--- src/rtl/ccff_chain_loader.sv ---
// rtl/ccff_chain_loader.sv - byte-stream loader and CRC-8 rotate-verify for a configuration flip-flop chain
module ccff_chain_loader #(
    parameter int CHAIN_LEN = 256,
    parameter int CNT_W     = $clog2(CHAIN_LEN + 1)
) (
    input  logic       prog_clk,
    input  logic       prog_reset,
    input  logic       start,
    input  logic [7:0] s_data,
    input  logic       s_valid,
    output logic       s_ready,
    output logic       ccff_head,
    input  logic       ccff_tail,
    output logic       ccff_shift_en,
    output logic       busy,
    output logic       done,
    output logic       crc_err,
    output logic [7:0] crc_value
);

    localparam int              NBYTES   = (CHAIN_LEN + 7) / 8;
    localparam logic [CNT_W-1:0] LEN_C    = CNT_W'(CHAIN_LEN);
    localparam logic [CNT_W-1:0] LAST_C   = CNT_W'(CHAIN_LEN - 1);
    localparam logic [CNT_W-1:0] NBYTES_C = CNT_W'(NBYTES);

    typedef enum logic [1:0] {IDLE, LOAD, VERIFY, FINISH} state_t;

    state_t           state;
    state_t           state_nxt;
    logic [CNT_W-1:0] bit_cnt;     // bits shifted in LOAD, rotate cycles in VERIFY
    logic [CNT_W-1:0] bytes_left;  // bytes still to accept; the last one may be partial
    logic [7:0]       buf_data;
    logic [3:0]       buf_cnt;
    logic [7:0]       crc_load;
    logic [7:0]       crc_vfy;
    logic [7:0]       crc_vfy_nxt;
    logic             shift_load;

    function automatic logic [7:0] crc8_step(input logic [7:0] crc, input logic b);
        logic fb;
        fb = crc[7] ^ b;
        return {crc[6:0], 1'b0} ^ (fb ? 8'h07 : 8'h00);
    endfunction

    // The final verify CRC must include the bit arriving on the FINISH-entry edge
    assign crc_vfy_nxt = crc8_step(crc_vfy, ccff_tail);

    // Next-state, handshake and chain drive; reset kills shifting in its own cycle
    always_comb begin
        state_nxt     = state;
        shift_load    = 1'b0;
        ccff_shift_en = 1'b0;
        ccff_head     = 1'b0;
        s_ready       = 1'b0;
        busy          = 1'b0;
        done          = 1'b0;
        case (state)
            IDLE: begin
                if (start) state_nxt = LOAD;
            end
            LOAD: begin
                busy          = 1'b1;
                shift_load    = (buf_cnt != 4'd0) && (bit_cnt < LEN_C);
                ccff_shift_en = shift_load;
                ccff_head     = buf_data[0];
                // Refill while the last buffered bit leaves so bytes flow without a bubble
                s_ready       = (bytes_left != '0) &&
                                ((buf_cnt == 4'd0) || ((buf_cnt == 4'd1) && shift_load));
                if (shift_load && (bit_cnt == LAST_C)) state_nxt = VERIFY;
            end
            VERIFY: begin
                busy          = 1'b1;
                ccff_shift_en = 1'b1;
                ccff_head     = ccff_tail;
                if (bit_cnt == LAST_C) state_nxt = FINISH;
            end
            FINISH: begin
                done      = 1'b1;
                state_nxt = IDLE;
            end
            default: state_nxt = IDLE;
        endcase
        if (prog_reset) begin
            ccff_shift_en = 1'b0;
            s_ready       = 1'b0;
        end
    end

    // State, byte buffer, counters and both CRC accumulators
    always_ff @(posedge prog_clk) begin
        if (prog_reset) begin
            state      <= IDLE;
            bit_cnt    <= '0;
            bytes_left <= '0;
            buf_data   <= 8'h00;
            buf_cnt    <= 4'd0;
            crc_load   <= 8'h00;
            crc_vfy    <= 8'h00;
            crc_err    <= 1'b0;
            crc_value  <= 8'h00;
        end else begin
            state <= state_nxt;
            case (state)
                IDLE: begin
                    if (start) begin
                        bit_cnt    <= '0;
                        bytes_left <= NBYTES_C;
                        buf_data   <= 8'h00;
                        buf_cnt    <= 4'd0;
                        crc_load   <= 8'h00;
                        crc_vfy    <= 8'h00;
                        crc_err    <= 1'b0;
                        crc_value  <= 8'h00;
                    end
                end
                LOAD: begin
                    if (s_ready && s_valid) begin
                        buf_data   <= s_data;
                        buf_cnt    <= 4'd8;
                        bytes_left <= bytes_left - 1'b1;
                    end else if (shift_load) begin
                        buf_data <= {1'b0, buf_data[7:1]};
                        buf_cnt  <= buf_cnt - 1'b1;
                    end
                    if (shift_load) begin
                        bit_cnt  <= bit_cnt + 1'b1;
                        crc_load <= crc8_step(crc_load, buf_data[0]);
                    end
                    // Drop unused upper bits of a partial last byte and reuse bit_cnt for the rotate
                    if (state_nxt == VERIFY) begin
                        bit_cnt  <= '0;
                        buf_data <= 8'h00;
                        buf_cnt  <= 4'd0;
                    end
                end
                VERIFY: begin
                    bit_cnt <= bit_cnt + 1'b1;
                    crc_vfy <= crc_vfy_nxt;
                    if (state_nxt == FINISH) begin
                        crc_err   <= (crc_vfy_nxt != crc_load);
                        crc_value <= crc_load;
                    end
                end
                default: ;
            endcase
        end
    end

endmodule

--- config.mk ---
export PLATFORM = sky130hd
export DESIGN_NAME = ccff_chain_loader
export DESIGN_NICKNAME = d
export VERILOG_FILES = /design/src/rtl/ccff_chain_loader.sv
export SDC_FILE = /design/constraint.sdc
export NUM_CORES = 1
export LEC_CHECK = 0
export BUFFER_PORTS_ARGS = -buffer_cell sky130_fd_sc_hd__buf_2
export CAP_MARGIN = 20
export CORE_ASPECT_RATIO = 0.9
export CORE_MARGIN = 1.5
export CORE_UTILIZATION = 59
export CTS_BUF_LIST = sky130_fd_sc_hd__clkbuf_16
export CTS_CLUSTER_SIZE = 16
export DETAILED_ROUTE_END_ITERATION = 10
export GPL_TIMING_DRIVEN = 0
export PLACE_DENSITY = 0.79
export SETUP_SLACK_MARGIN = 0.5
export SYNTH_ARGS = -nofsm -noshare
export SYNTH_HDL_FRONTEND = slang
export SYNTH_SLANG_ARGS = --single-unit
--- constraint.sdc ---
create_clock -name prog_clk -period 2.95 [get_ports prog_clk]
set_input_delay 0 -clock prog_clk [delete_from_list [all_inputs] [get_ports prog_clk]]
set_output_delay 0 -clock prog_clk [all_outputs]
set_load 0.02 [all_outputs]
* Yosys cells after proc, flatten, opt, wreduce, memory -nomap -nowiden *
Cells that the tools add are included.

operators by class
  add/sub/neg operators = 3
  order comparisons = 1
  equality and inequality tests = 14
  mux-type cells = 39
  bitwise gates (word level) = 4
  reduce and logical (&&, ||, !) cells = 20

operator list
  operator                                                             count
  8-bit one-hot mux with 2 select lines                                4
  8-bit two-way mux                                                    6
  9-bit two-way mux                                                    5
  9-bit one-hot mux with 3 select lines                                1
  9-bit one-hot mux with 2 select lines                                1
  4-bit two-way mux                                                    4
  8-bit by 3-bit bitwise XOR with 8-bit output                         2
  3-bit AND reduction                                                  5
  9-bit by 1-bit adder with 9-bit output (second input constant)       1
  9-bit by 8-bit == test with 1-bit output (second input constant)     1
  9-bit less-than comparator (second input constant)                   1
  9-bit nonzero test                                                   1
  9-bit by 1-bit subtractor with 9-bit output (second input constant)  1
  2-bit == test (second input constant)                                4
  1-bit two-way mux                                                    8
  2-bit inequality test (second input constant)                        4
  8-bit inequality test                                                1
  2-bit one-hot mux with 4 select lines                                1
  4-bit one-hot mux with 2 select lines                                1
  2-bit two-way mux                                                    3
  3-bit two-way mux                                                    2
  1-bit one-hot mux with 2 select lines                                3
  1-bit logical AND                                                    5
  4-bit by 1-bit == test with 1-bit output (second input constant)     1
  other kinds (13)                                                     15

word-level totals
  register bits after elaboration = 57
  bits of input ports = 13
  output and inout port bits = 14
  word-level logic and storage cells = 90

* Longest topological paths before layout *
  word-level depth = 11
  mapped depth = 11
  gate-level depth less buffers = 10

* Least setup slack after synthesis *
Ideal clock, no wire load.

  path type = flip-flop to flip-flop
  start point = register bit_cnt[0]
  end point = register buf_data[0]
  library setup time = 0.079 ns
  arrival = 2.421 ns
  data required time = 2.871 ns
  slack = 0.450 ns
  cell stages (with the launch flop) = 11
  buffers on the path = 0
  period minus slack after synthesis = 2.500 ns
  cells stage by stage = dfxtp_1 ha_1 nand3_1 or2_2 nor2_1 ha_1 mux2i_1 a22o_1 a21oi_1 o2111ai_1 o22ai_1

on the way
  cells in the longest elaborated chain, start to end = 11
  elaborated cells on any way between the ends = 20
  classes of those cells = 1 x order compare; 3 x eq/ne; 9 x mux; 7 x reduce/logical

ends and longest elaborated chain
  item                                                                                 RTL line  source
  start, declared                                                                      30        logic [CNT_W-1:0] bit_cnt;
  start signal, assigned                                                               126       bit_cnt <= bit_cnt + 1'b1;
  start signal, assigned                                                               137       bit_cnt <= bit_cnt + 1'b1;
  parallel branches: the longest is 11 deep, another holds 9-bit less-than comparator  -
  end signal, assigned                                                                 118       buf_data <= s_data;
  end signal, assigned                                                                 122       buf_data <= {1'b0, buf_data[7:1]};
  end, declared                                                                        32        logic [7:0] buf_data;

Parallel ways; which one is timed is not known.
A chain may end at the register's enable or synchronous reset.

* Worst setup path after layout *
  start point = register bit_cnt[2]
  end point = register bit_cnt[7]

on the way
  cells in the longest elaborated chain, start to end = 8
  elaborated cells on any way between the ends = 15
  classes of those cells = 1 x add/sub; 1 x order compare; 3 x eq/ne; 7 x mux; 3 x reduce/logical

ends and longest elaborated chain
  item                                                                                           RTL line  source
  9-bit less-than comparator                                                                     63        shift_load = (buf_cnt != 4'd0) && (bit_cnt < LEN_C);
  1-bit logical AND                                                                              63
  1-bit logical AND                                                                              69        if (shift_load && (bit_cnt == LAST_C)) state_nxt = VERIFY;
  2-bit two-way mux                                                                              69
  2-bit one-hot mux with 4 select lines                                                          57        case (state)
  2-bit == test                                                                                  130       if (state_nxt == VERIFY) begin
  3-bit inequality test (no line) / 9-bit two-way mux (equally long branches)                    -
  3-bit AND reduction (no line) / 9-bit one-hot mux with 3 select lines (equally long branches)  -

Several ways; a longest one is shown, not always the timed one. The select of a mux whose other input is x is not followed.

==> impl_results.md <==
- Outcome: complete, no violations
- Grt met2 use: 0.569
- Routed wire length: 10,400 um
- Yosys cell types: 60
- GRT Util Overall: 0.349
- CP Max Fanout: 5
- Most frequent cells after synthesis: 57 x dfxtp_1, 29 x nand2_1, 28 x a21oi_1
- Largest net degree at the start of global routing: 12
- Drt first pass iters: 6
- Number of max-cap violations: 0
- Crit-path max cell delay: just under 500 ps
- Fin cells: 503
- Async SR Flop Fraction: 0
- CTS tree: built
- GP Congestion: 0.875
- Most utilized layer in the global route result: met2
- Initial core utilization: 0.622
- Initial DRC count: 462
- Max Root-Sink Buffers: 2
- Filler cell count: 241
- Nets: 457
- Die Ht: 71.1 um
- Ys flop type: dfxtp_1
- Worst-Skew Late Latency: 340 ps
- IO Count: 27
- Worst slew margin: 0.545
- Die width: 78.7 um
- Mapped Area: 0.00304 mm^2
- Least-Margin Pin Slew: 680 ps
- CP top delay family: compound AO/OA/AOI/OAI gates
- Crit path DAT: 2840 ps
- DPL Wire Length: 5110 um
- Switching component of the power: slightly below 900 uW
- Slowest-stage cell, CP: dfxtp_1
- WL/cell: roughly 21 um
- Final hold vios: 0
- I/O Buffers: 26
- Vias: between 3,000 and 4,000
- Static Leak: ~0.0016 uW
- Worst-case vdd ir drop: approximately 0.59 mV
- Root Driver: clkbuf_16
- Post-synthesis sequential area ratio: 0.375
- Synth-to-Final Area Change: 39.0%
- Most used cell, CP: buf_6
- DRC viols: 0
- Antenna-violating nets left: 0
- Total negative slack: 0 ps
- FF+latch count, synth: 57
- Power Density: 630 mW/mm^2
- Cells after Synth: 358
- Final hold slack: between 100 and 150 ps
- Sequential share of power: 0.316
- Core Footprint: 0.00489 mm^2
- Final setup viols: 0
- GR met1 Demand/Resource: 0.417
- Clock power frac: 0.422
- Fin crit share: 0.881
- Die Area: 0.00560 mm^2
- Min Tclk post-route: 2600 ps
- First-pass GRT wire length: 15,000 um
- Sw Share: 0.329
- Multi-input logic area: 0.00202 mm^2
- Via-per-instance ratio: 6.77
- Crit path cell chain: nand3_4 -> or2_4 -> nor2_4 -> ha_4 -> buf_6 -> mux2i_1 -> a22o_2 -> a21oi_4 -> o311ai_4 -> buf_6 -> o41ai_2
- Post-route cell area: ~0.0042 mm^2
- Crit path buf inv count: 2
- Placed Instances: 449
- H-tree level count: 3
- Mapped Avg Cell Area: roughly 8.5 um^2
- Biggest area consumer among synthesized cells: dfxtp_1
- Row count: 24
- Int Pwr: 1790 uW
- CTS clk-pin slew, worst paths: ~50 ps
- Gate power share: 0.263
- Grt ovf: 0
- HP Class: in2reg
- Skew final: 5.79 ps
- CP Class: reg2reg
- N_diodes: 0
- RSZ-0062 raised after global routing: yes
- Yosys top cell area share: 0.375
- Vias in the first global route: 3,173
- Critical path startpoint category: register
- Cell with the most instances after synthesis: dfxtp_1
- Ys Warns: 0
- Register area: 0.00115 mm^2
- Endpoint type of the worst setup path: register
- Syn_nets: 382
- EDFF count, synth: 0
- CTS Buf Count: 9
- CTS sink cnt: between 50 and 60
- Required time of the critical path: 3190 ps
- Placed inst area: around 0.0033 mm^2
- Share of cells above drive strength 1: 0.295
- Initial antenna violation count: 0
- Fin. max-slew vios: 0
- Met3 Usage GRT: 0.110
- Maximum clock frequency: around 380 MHz
- Synth area leaders: dfxtp_1 38%, a21oi_1 4.6%, ha_1 4.5%, nand3_1 3.6%, nand2_1 3.6%
[repair_timing]
| item | CTS | global route |
|---|---|---|
| setup endpoints to repair | 33 | 46 |
| pin swaps | 16 | 21 |
| buffers inserted | 24 | 6 |
| gates resized for setup | 32 | 38 |
| hold endpoints to repair | 8 | 0 |
| hold buffers | 8 | 0 |
[cell type report]
| type | count | area share |
|---|---|---|
| repair buffers | 64 | 0.115 |
| clock inverters | 7 | 0.0225 |
| multi-input cells | 262 | 0.477 |
| flip-flops and latches | 57 | 0.272 |
| plain buffers | 15 | 0.0189 |
| well taps | 65 | 0.0192 |
| inverters | 24 | 0.0222 |
| clock buffers | 9 | 0.0533 |
[worst min-delay path, delay by kind of cell]
kind | cells | cell delay [ps]
buf+inv | 1 | 140
compound gates | 2 | 260
[layer usage]
| metal | share of wire | routed length (um) |
|---|---|---|
| met5 | 0 | 0 |
| met2 | 0.48 | 4960 |
| met1 | 0.39 | 4020 |
| met4 | 0.053 | 553 |
| met3 | 0.081 | 838 |
[path summary, 6_finish.rpt]
path	from	to	slack [ps]	cells after the start
setup / recovery	bit_cnt[2]	bit_cnt[7]	350	11
hold / removal	s_valid	buf_cnt[3]	120	3
setup reg to reg	bit_cnt[2]	bit_cnt[7]	350	11
hold reg to reg	crc_value[6]	crc_value[6]	450	2
[registers in the layout (all words and copies together) (netlist names)]
name and count:
crc_load 8, state 2, crc_err 1, crc_vfy 8, bit_cnt 9, buf_cnt 4, crc_value 8, bytes_left 9
buf_data 8
[layout by cell type, fill, tap and decap left out, drive strengths merged, types with 4 or more instances in the layout]
| cell type | n |
|---|---|
| clkinvlp | 4 |
| o311ai | 7 |
| nand4 | 4 |
| mux2i | 9 |
| and2 | 7 |
| o22ai | 10 |
| dlygate4sd3 | 8 |
| or3 | 8 |
| buf | 62 |
| nand2b | 4 |
| nand3 | 22 |
| a21oi | 28 |
| dfxtp | 57 |
| nand2 | 29 |
| xor2 | 8 |
| a31oi | 5 |
| a22oi | 15 |
| xnor2 | 5 |
| nor2b | 6 |
| ha | 11 |
| o31ai | 7 |
| nor2 | 24 |
| inv | 24 |
| clkbuf | 18 |
| a32oi | 6 |
| o21ai | 11 |
[power groups by stage]
| stage | logic [uW] | registers, uW | clock network, uW |
|---|---|---|---|
| 2_1_floorplan | 384 | 840 | 0 |
| 4_1_cts | 586 | 833 | 1120 |
| 3_5_place_dp | 495 | 848 | 0 |
| 5_1_grt | 740 | 843 | 1150 |
| 6_report | 700 | 841 | 1120 |
| 3_3_place_gp | 489 | 846 | 0 |
[kinds of logic (layout without fill, tap and decap cells)]
group | Yosys count | after routing | synth area share
AO/OA/AOI/OAI | 110 | 110 | 0.259
AND/OR/NAND/NOR | 118 | 118 | 0.196
XOR/XNOR | 13 | 13 | 0.0374
flip-flops | 57 | 57 | 0.375
adder cells (fa/ha/maj) | 11 | 11 | 0.0452
multiplexers | 10 | 10 | 0.0333
buffers and inverters | 39 | 119 | 0.0535
[per-stage QoR]
stage	util	total power (uW)	worst slack [ps]
final	0.864	2660	352
after global routing	0.864	2740	284
after CTS	0.822	2540	499
after detailed placement	0.666	1340	14.0
after global placement	0.666	1330	104
after floorplan	-	1220	496
(Power assumes the default switching activity.)
